===== config.mk =====
export PLATFORM = sky130hd
export DESIGN_NAME = imem_loader_flat
export DESIGN_NICKNAME = d
export VERILOG_FILES = /design/src/rtl/imem_loader_pkg.sv /design/src/rtl/imem_loader_if.sv /design/src/rtl/imem_loader_word_asm.sv /design/src/rtl/imem_loader.sv /design/src/flat_wrapper.sv
export SDC_FILE = /design/constraint.sdc
export NUM_CORES = 1
export LEC_CHECK = 0
export CAP_MARGIN = 20
export CORE_UTILIZATION = 50
export CTS_CLUSTER_DIAMETER = 120
export DETAILED_ROUTE_END_ITERATION = 16
export GPL_TIMING_DRIVEN = 0
export PLACE_DENSITY = 0.76
export SLEW_MARGIN = 20
export SYNTH_ARGS = -nofsm -noshare
export SYNTH_HDL_FRONTEND = slang
export SYNTH_SLANG_ARGS = --single-unit
export TNS_END_PERCENT = 10

===== constraint.sdc =====
create_clock -name clk -period 3.1 [get_ports clk]
set_input_delay 0.465 -clock clk [delete_from_list [all_inputs] [get_ports clk]]
set_output_delay 0.465 -clock clk [all_outputs]
set_load 0.05 [all_outputs]

===== src/rtl/imem_loader_pkg.sv =====
// Shared definitions for the instruction-memory boot loader.
// Holds FSM states, memory geometry and stream framing constants.
package imem_pkg;

    localparam int IMEM_DEPTH = 256;
    localparam int IMEM_WIDTH = 32;
    localparam int HDR_BYTES  = 2;
    localparam int WORD_BYTES = 4;

    typedef enum logic [2:0] {
        IDLE,
        LEN0,
        LEN1,
        DATA,
        WRITE,
        DONE
    } loader_state_t;

endpackage


===== src/rtl/imem_loader_if.sv =====
// Byte-stream and instruction-memory write port bundle.
// slave: loader side (sinks bytes, drives writes); master: host/memory side.
interface imem_loader_if;

    logic [7:0]  byte_data;
    logic        byte_valid;
    logic        byte_ready;
    logic        wr_en;
    logic [31:0] wr_addr;
    logic [31:0] wr_data;

    modport slave (
        input  byte_data,
        input  byte_valid,
        output byte_ready,
        output wr_en,
        output wr_addr,
        output wr_data
    );

    modport master (
        output byte_data,
        output byte_valid,
        input  byte_ready,
        input  wr_en,
        input  wr_addr,
        input  wr_data
    );

endinterface


===== src/rtl/imem_loader_word_asm.sv =====
// Little-endian word assembler: shifts bytes into lanes 0..3.
// Ports: clk, rst, shift_i/byte_i in; word_o (word incl. this byte), full_o (4th byte now).
module imem_word_assembler
    import imem_pkg::*;
#(
    parameter int WIDTH = IMEM_WIDTH
) (
    input  logic             clk,
    input  logic             rst,
    input  logic             shift_i,
    input  logic [7:0]       byte_i,
    output logic [WIDTH-1:0] word_o,
    output logic             full_o
);

    localparam int CW = $clog2(WORD_BYTES);

    logic [CW-1:0]    cnt_q, cnt_d;
    logic [WIDTH-1:0] word_q, word_d;

    always_comb begin
        cnt_d  = cnt_q;
        word_d = word_q;
        if (shift_i) begin
            word_d[{cnt_q, 3'b000} +: 8] = byte_i;
            // Wraps to 0 after the last lane, ready for the next word.
            cnt_d = cnt_q + CW'(1);
        end
    end

    assign word_o = word_d;
    assign full_o = shift_i && (cnt_q == CW'(WORD_BYTES - 1));

    always_ff @(posedge clk) begin
        if (rst) begin
            cnt_q  <= '0;
            word_q <= '0;
        end else begin
            cnt_q  <= cnt_d;
            word_q <= word_d;
        end
    end

endmodule


===== src/rtl/imem_loader.sv =====
// Boot loader: header (N words) + N LE words -> instruction memory writes.
// Ports: clk, rst, start, bus (imem_loader_if.slave), cpu_hold, done, error.
module imem_loader
    import imem_pkg::*;
#(
    parameter int          DEPTH     = IMEM_DEPTH,
    parameter int          WIDTH     = IMEM_WIDTH,
    parameter logic [31:0] BASE_ADDR = 32'h0000_0000
) (
    input  logic          clk,
    input  logic          rst,
    input  logic          start,
    imem_loader_if.slave  bus,
    output logic          cpu_hold,
    output logic          done,
    output logic          error
);

    localparam int IW = $clog2(DEPTH) + 1;
    localparam int NW = HDR_BYTES * 8;

    loader_state_t    state_q, state_d;
    logic [NW-1:0]    n_q, n_d, n_full, idx_nxt;
    logic [IW-1:0]    idx_q, idx_d;
    logic             wr_en_q, wr_en_d;
    logic [31:0]      addr_q, addr_d;
    logic [31:0]      data_q, data_d;
    logic             hold_q, hold_d;
    logic             done_q, done_d;
    logic             err_q, err_d;
    logic             xfer, word_full;
    logic [WIDTH-1:0] word_next;

    assign bus.byte_ready = (state_q == LEN0) || (state_q == LEN1) ||
                            (state_q == DATA);
    assign xfer    = bus.byte_valid && bus.byte_ready;
    assign n_full  = {bus.byte_data, n_q[7:0]};
    assign idx_nxt = NW'(idx_q) + NW'(1);

    imem_word_assembler #(.WIDTH(WIDTH)) u_asm (
        .clk     (clk),
        .rst     (rst),
        .shift_i (xfer && (state_q == DATA)),
        .byte_i  (bus.byte_data),
        .word_o  (word_next),
        .full_o  (word_full)
    );

    always_comb begin
        state_d = state_q;
        n_d     = n_q;
        idx_d   = idx_q;
        wr_en_d = 1'b0;
        addr_d  = addr_q;
        data_d  = data_q;
        hold_d  = hold_q;
        done_d  = done_q;
        err_d   = err_q;
        unique case (state_q)
            IDLE, DONE: begin
                if (start) begin
                    state_d = LEN0;
                    idx_d   = '0;
                    hold_d  = 1'b1;
                    done_d  = 1'b0;
                    err_d   = 1'b0;
                end
            end
            LEN0: begin
                if (xfer) begin
                    n_d[7:0] = bus.byte_data;
                    state_d  = LEN1;
                end
            end
            LEN1: begin
                if (xfer) begin
                    n_d = n_full;
                    if (n_full == '0) begin
                        state_d = DONE;
                        done_d  = 1'b1;
                        hold_d  = 1'b0;
                    end else if (n_full > NW'(DEPTH)) begin
                        state_d = DONE;
                        done_d  = 1'b1;
                        err_d   = 1'b1;
                        hold_d  = 1'b0;
                    end else begin
                        state_d = DATA;
                    end
                end
            end
            DATA: begin
                if (word_full) begin
                    state_d = WRITE;
                    wr_en_d = 1'b1;
                    data_d  = word_next;
                    addr_d  = BASE_ADDR + 32'({idx_q, 2'b00});
                end
            end
            WRITE: begin
                idx_d = idx_q + IW'(1);
                if (idx_nxt == n_q) begin
                    state_d = DONE;
                    done_d  = 1'b1;
                    hold_d  = 1'b0;
                end else begin
                    state_d = DATA;
                end
            end
            default: state_d = IDLE;
        endcase
    end

    always_ff @(posedge clk) begin
        if (rst) begin
            state_q <= IDLE;
            n_q     <= '0;
            idx_q   <= '0;
            wr_en_q <= 1'b0;
            addr_q  <= '0;
            data_q  <= '0;
            hold_q  <= 1'b0;
            done_q  <= 1'b0;
            err_q   <= 1'b0;
        end else begin
            state_q <= state_d;
            n_q     <= n_d;
            idx_q   <= idx_d;
            wr_en_q <= wr_en_d;
            addr_q  <= addr_d;
            data_q  <= data_d;
            hold_q  <= hold_d;
            done_q  <= done_d;
            err_q   <= err_d;
        end
    end

    assign bus.wr_en   = wr_en_q;
    assign bus.wr_addr = addr_q;
    assign bus.wr_data = data_q;
    assign cpu_hold    = hold_q;
    assign done        = done_q;
    assign error       = err_q;

endmodule


===== src/flat_wrapper.sv =====
// flat-port wrapper written by rule: the top's interface ports become plain ports
module imem_loader_flat import imem_pkg::*;
#(
    parameter int          DEPTH     = IMEM_DEPTH,
    parameter int          WIDTH     = IMEM_WIDTH,
    parameter logic [31:0] BASE_ADDR = 32'h0000_0000
)
  (clk, rst, start, cpu_hold, done, error, bus_byte_data, bus_byte_valid, bus_byte_ready, bus_wr_en, bus_wr_addr, bus_wr_data);
  imem_loader_if bus_i ();
  input  logic clk;
  input  logic rst;
  input  logic start;
  output logic cpu_hold;
  output logic done;
  output logic error;
  input wire logic [$bits(bus_i.byte_data)-1:0] bus_byte_data;
  input wire logic [$bits(bus_i.byte_valid)-1:0] bus_byte_valid;
  output wire logic [$bits(bus_i.byte_ready)-1:0] bus_byte_ready;
  output wire logic [$bits(bus_i.wr_en)-1:0] bus_wr_en;
  output wire logic [$bits(bus_i.wr_addr)-1:0] bus_wr_addr;
  output wire logic [$bits(bus_i.wr_data)-1:0] bus_wr_data;
  assign bus_i.byte_data = bus_byte_data;
  assign bus_i.byte_valid = bus_byte_valid;
  assign bus_byte_ready = bus_i.byte_ready;
  assign bus_wr_en = bus_i.wr_en;
  assign bus_wr_addr = bus_i.wr_addr;
  assign bus_wr_data = bus_i.wr_data;
  imem_loader #(.DEPTH(DEPTH), .WIDTH(WIDTH), .BASE_ADDR(BASE_ADDR)) u_core (.clk(clk), .rst(rst), .start(start), .bus(bus_i), .cpu_hold(cpu_hold), .done(done), .error(error));
endmodule

==> results.md <==
- At the placement stage, the worst setup path has a slack of 0.429 ns.
- The first TritonRoute pass finished after 5 iterations.
- The CTS tree is built.
- The number of cell instances on the worst register-to-register path is 6.
- The area growth from synthesis to layout is 22.4%.
- The startpoint identified for the worst register-to-register timing path is u_core.u_asm.cnt_q[0].
- The cell type group with the largest total delay on the critical path is buffers and inverters.
- The top cell types in the final layout, fill and taps aside, are 99 x sky130_fd_sc_hd__dfxtp_1, 82 x sky130_fd_sc_hd__nor2_1, 70 x sky130_fd_sc_hd__nand2_1.
- Post-CTS repair changed the size of 0 cells.
- In this run, synthesis produced a sequential element count of between 90 and 100.
- STA classifies the critical path endpoint as an output port.
- The clock latency on the worst-skew pair is 0.35 ns.
- The cell type of the slowest stage on the worst timing path is sky130_fd_sc_hd__clkdlybuf4s50_1.
- Setup violations remaining at the end of the flow were counted as 0.
- The total number of yosys warnings is 0.
- The mean instance size in the synthesized netlist is 8.49 um2.
- The total I/O pin count is 81.
- The total setup buffers inserted after CTS is 0.
- The endpoint identified for the worst register-to-register timing path is u_core.bus.wr_data[15].
- The measured slew at the worst slew-check pin is between 0.8 and 0.9 ns.
- The row count is 33.
- The fraction of synthesized cell area in xor and xnor cells is 0.0320.
- Walking the worst path, the cells encountered are buf_2 -> buf_1 -> nor2_1 -> clkdlybuf4s50_1.
- Synthesis handed over a netlist of between 500 and 600 instances.
- The final layout contains routed wiring with a total length of 10,600 um.
- The quantity of I/O buffers inserted on ports is 56.
- The share of the synthesized area in compound gates (AO/OA/AOI/OAI) is 0.157.
- The filler cells instantiated in the layout total 730.
- The starting density of the core is 0.525.
- The number of synthesized flops with an enable pin is 0.
- The top flip-flop cell by instance count after synthesis is sky130_fd_sc_hd__dfxtp_1.
- The routed length per placed instance is 14.9 um.
- The root cell of the clock tree is sky130_fd_sc_hd__clkbuf_8.
- The share of final-layout standard cells stronger than drive strength 1 is 0.105.
- The largest buffer count on any clock path is 2.
- The number of antenna violations at the first check in global routing is 0.
- After synthesis, the largest family of logic cells by area is simple AND/OR/NAND/NOR gates.
- Leaving out fill and tap cells, the most frequent cell in the layout is sky130_fd_sc_hd__dfxtp_1.
- 0 antenna diodes ended up in the layout.
- The routed layout has 3,913 vias.
- Of the synthesized area, sequential elements account for 0.452.
- The adder-cell area share of the yosys netlist is 0.0171.
- The count of nets left with antenna violations once routing finished came out at 0.
- The final critical path time including I/O delays and setup is 2.45 ns.
- The largest single stage delay on the critical path is approximately 0.7 ns.
- CTS saw 99 sinks.
- At the end of routability-driven placement, the weighted congestion stood at 0.830.
- The post-route worst hold slack is 0.458 ns.
- Dividing the final minimum period by the clock period gives 0.790.
- The highest clock frequency the design can meet is 408 MHz.
- The global-route wire length before repair is approximately 17,000 um.
- The leading area contributor after synthesis is sky130_fd_sc_hd__dfxtp_1.
- The worst hold path was traced through 2 stages.
- Power spread over the standard cell area amounts to 570 nW/um2.
- The number of failing hold endpoints at the final stage is 0.
- The largest fanout on the critical path is 10.
- The number of global-route vias before repair was 3,485.
- The share of synthesized area in the top cell type comes to 0.452.
- The peak ir drop on the vdd network is 0.236 mV.
- The relative slew slack is 0.414.
- The area of the die is slightly above 9000 um2.
- The netlist uses 54 different library cells.
- For this run the aggregate overflow at the end of global routing stands at 0.
- The global routing usage summed across all routing layers is 0.244.
- The run finished with clean final reports.
- Setup repair after global routing left no endpoint under its margin.
- The leakage component of the power is 2.02 nW.
- Sorting the synthesized cells by area gives the leading types as sky130_fd_sc_hd__dfxtp_1 45%, sky130_fd_sc_hd__nor2_1 7.0%, sky130_fd_sc_hd__a21oi_1 6.5%.
- At the end of the flow, the number of nets in the layout was 623.
- In the final timing run, aggregate negative setup slack is 0 ns.
- Entering global routing, the biggest net connects 18 pins.
- The post-detailed-placement half-perimeter wirelength is approximately 7500 um.
- The worst setup path is launched from a register.
- Dividing the detail-routed via count by the number of cells gives 5.47.
- The mux cell area share after synthesis is 0.0231.
- The region available for standard cell placement spans between 8000 and 9000 um2.
- The path type of the worst min-delay path is reg2reg.
- Across the run, the number of max-cap violations was 0.
- The die is 95.6 um wide.
- The cell area that synthesis handed to floorplanning was 4380 um2.
- After clock tree synthesis, the clock-pin slew on the worst setup and hold paths is 0.10 ns.
- Across all register-to-register paths, the minimum setup slack is 0.74 ns.
- The clock skew after layout is around 0.010 ns.
- The cts-stage hold buffer count is 0.
- Data on the critical path is required at its endpoint by 2.63 ns.
- The buffer and inverter count on the worst path is 3.
- The fraction of registers with async set or reset after synthesis is 0.
- The worst-case setup margin in the final layout is 0.650 ns.
- The startpoint of the tightest hold check path is u_core.bus.wr_data[31].
- The final count of pins violating max slew came to 0.
- From bottom edge to top edge, the die measures 95.6 um.
- The simple-gate portion of the synthesized area is 0.241.
- After detailed routing, the number of remaining DRC violations is 0.
- CTS built an H-tree with a depth of 3.
- The critical path data arrival time is slightly below 2 ns.
- The setup path with the least slack is of type reg2out.
- The total CTS buffers is 9.
- The first-iteration detailed-routing DRC count is 251.
- The worst hold path terminates at u_core.bus.wr_data[31].
worst max-delay path by stage:
stage                                startpoint  cells past startpoint  slack (ns)                endpoint
after floorplan           u_core.u_asm.cnt_q[0]                      6        1.22  u_core.bus.wr_data[10]
after global placement         bus_byte_data[4]                      6        0.45       u_core.state_q[1]
after detailed placement         bus_byte_valid                      9        0.43   u_core.bus.wr_addr[9]
after CTS                     u_core.state_q[2]                      4        0.62          bus_byte_ready
after global routing          u_core.state_q[2]                      4        0.53          bus_byte_ready
final                         u_core.state_q[2]                      4        0.65          bus_byte_ready
Yosys cell counts, types with 4 or more instances:
library cell and n:
sky130_fd_sc_hd__buf_2 8, sky130_fd_sc_hd__mux2i_1 9, sky130_fd_sc_hd__a21oi_1 57, sky130_fd_sc_hd__nor2_1 82, sky130_fd_sc_hd__nor3_1 4, sky130_fd_sc_hd__and2_1 4
sky130_fd_sc_hd__clkbuf_1 17, sky130_fd_sc_hd__buf_4 23, sky130_fd_sc_hd__nand2_1 70, sky130_fd_sc_hd__nor3b_1 4, sky130_fd_sc_hd__ha_1 6, sky130_fd_sc_hd__a211oi_1 24
sky130_fd_sc_hd__nor2b_1 4, sky130_fd_sc_hd__o21ai_0 7, sky130_fd_sc_hd__xnor2_1 14, sky130_fd_sc_hd__dfxtp_1 99, sky130_fd_sc_hd__and3_1 27
flip-flops by register name, summed over array words and instances, names as in the netlist:
signal and cells:
u_core.n_q 16, u_core.error 1, u_core.u_asm.word_q 24, u_core.done 1, u_core.idx_q 9, u_core.cpu_hold 1, u_core.u_asm.cnt_q 2, u_core.bus.wr_data 32
u_core.bus.wr_addr 9, u_core.bus.wr_en 1, u_core.state_q 3
cell type report:
class,count,area (um2),area share
plain buffers,53,318,0.0592
clock inverters,6,71.3,0.0133
clock buffers,10,138,0.0257
well taps,105,131,0.0245
flip-flops and latches,99,1980,0.369
repair buffers,56,561,0.104
multi-input cells,382,2150,0.401
inverters,4,15.0,0.00280
routing by layer:
metal	track usage	wire [um]
met1	0.337	4800
met4	0.0945	191
met2	0.382	4890
met5	0	0
met3	0.0375	742
kinds of logic after synthesis:
family	after synthesis
compound gates	109
xor+xnor	16
buf+inv	57
mux	10
flops	99
simple gates	218
other cells	1
fa+ha+maj	6
metrics by stage:
step	util	instance area, um2	total power [W]	cells
finish	0.643	5370	0.00306	715
global route	0.643	5370	0.00320	715
CTS	0.643	5370	0.00306	715
detailed placement	0.618	5160	0.00221	699
global placement	0.618	5160	0.00219	699
floorplan	-	4460	0.00202	538
where the power goes:
group / internal (W) / leakage (nW) / switching, W
Combinational: 0.000294 / 1.12 / 0.000520
Clock: 0.000403 / 0.0995 / 0.000462
Sequential: 0.00133 / 0.799 / 0.0000521
Total: 0.00203 / 2.02 / 0.00103
tightest hold or removal path, stage by stage, from the launching register on:
cell                      delay (ns)
sky130_fd_sc_hd__dfxtp_1        0.32
sky130_fd_sc_hd__nand2_1        0.05
sky130_fd_sc_hd__a21oi_1        0.05
(Power assumes the default switching activity.)
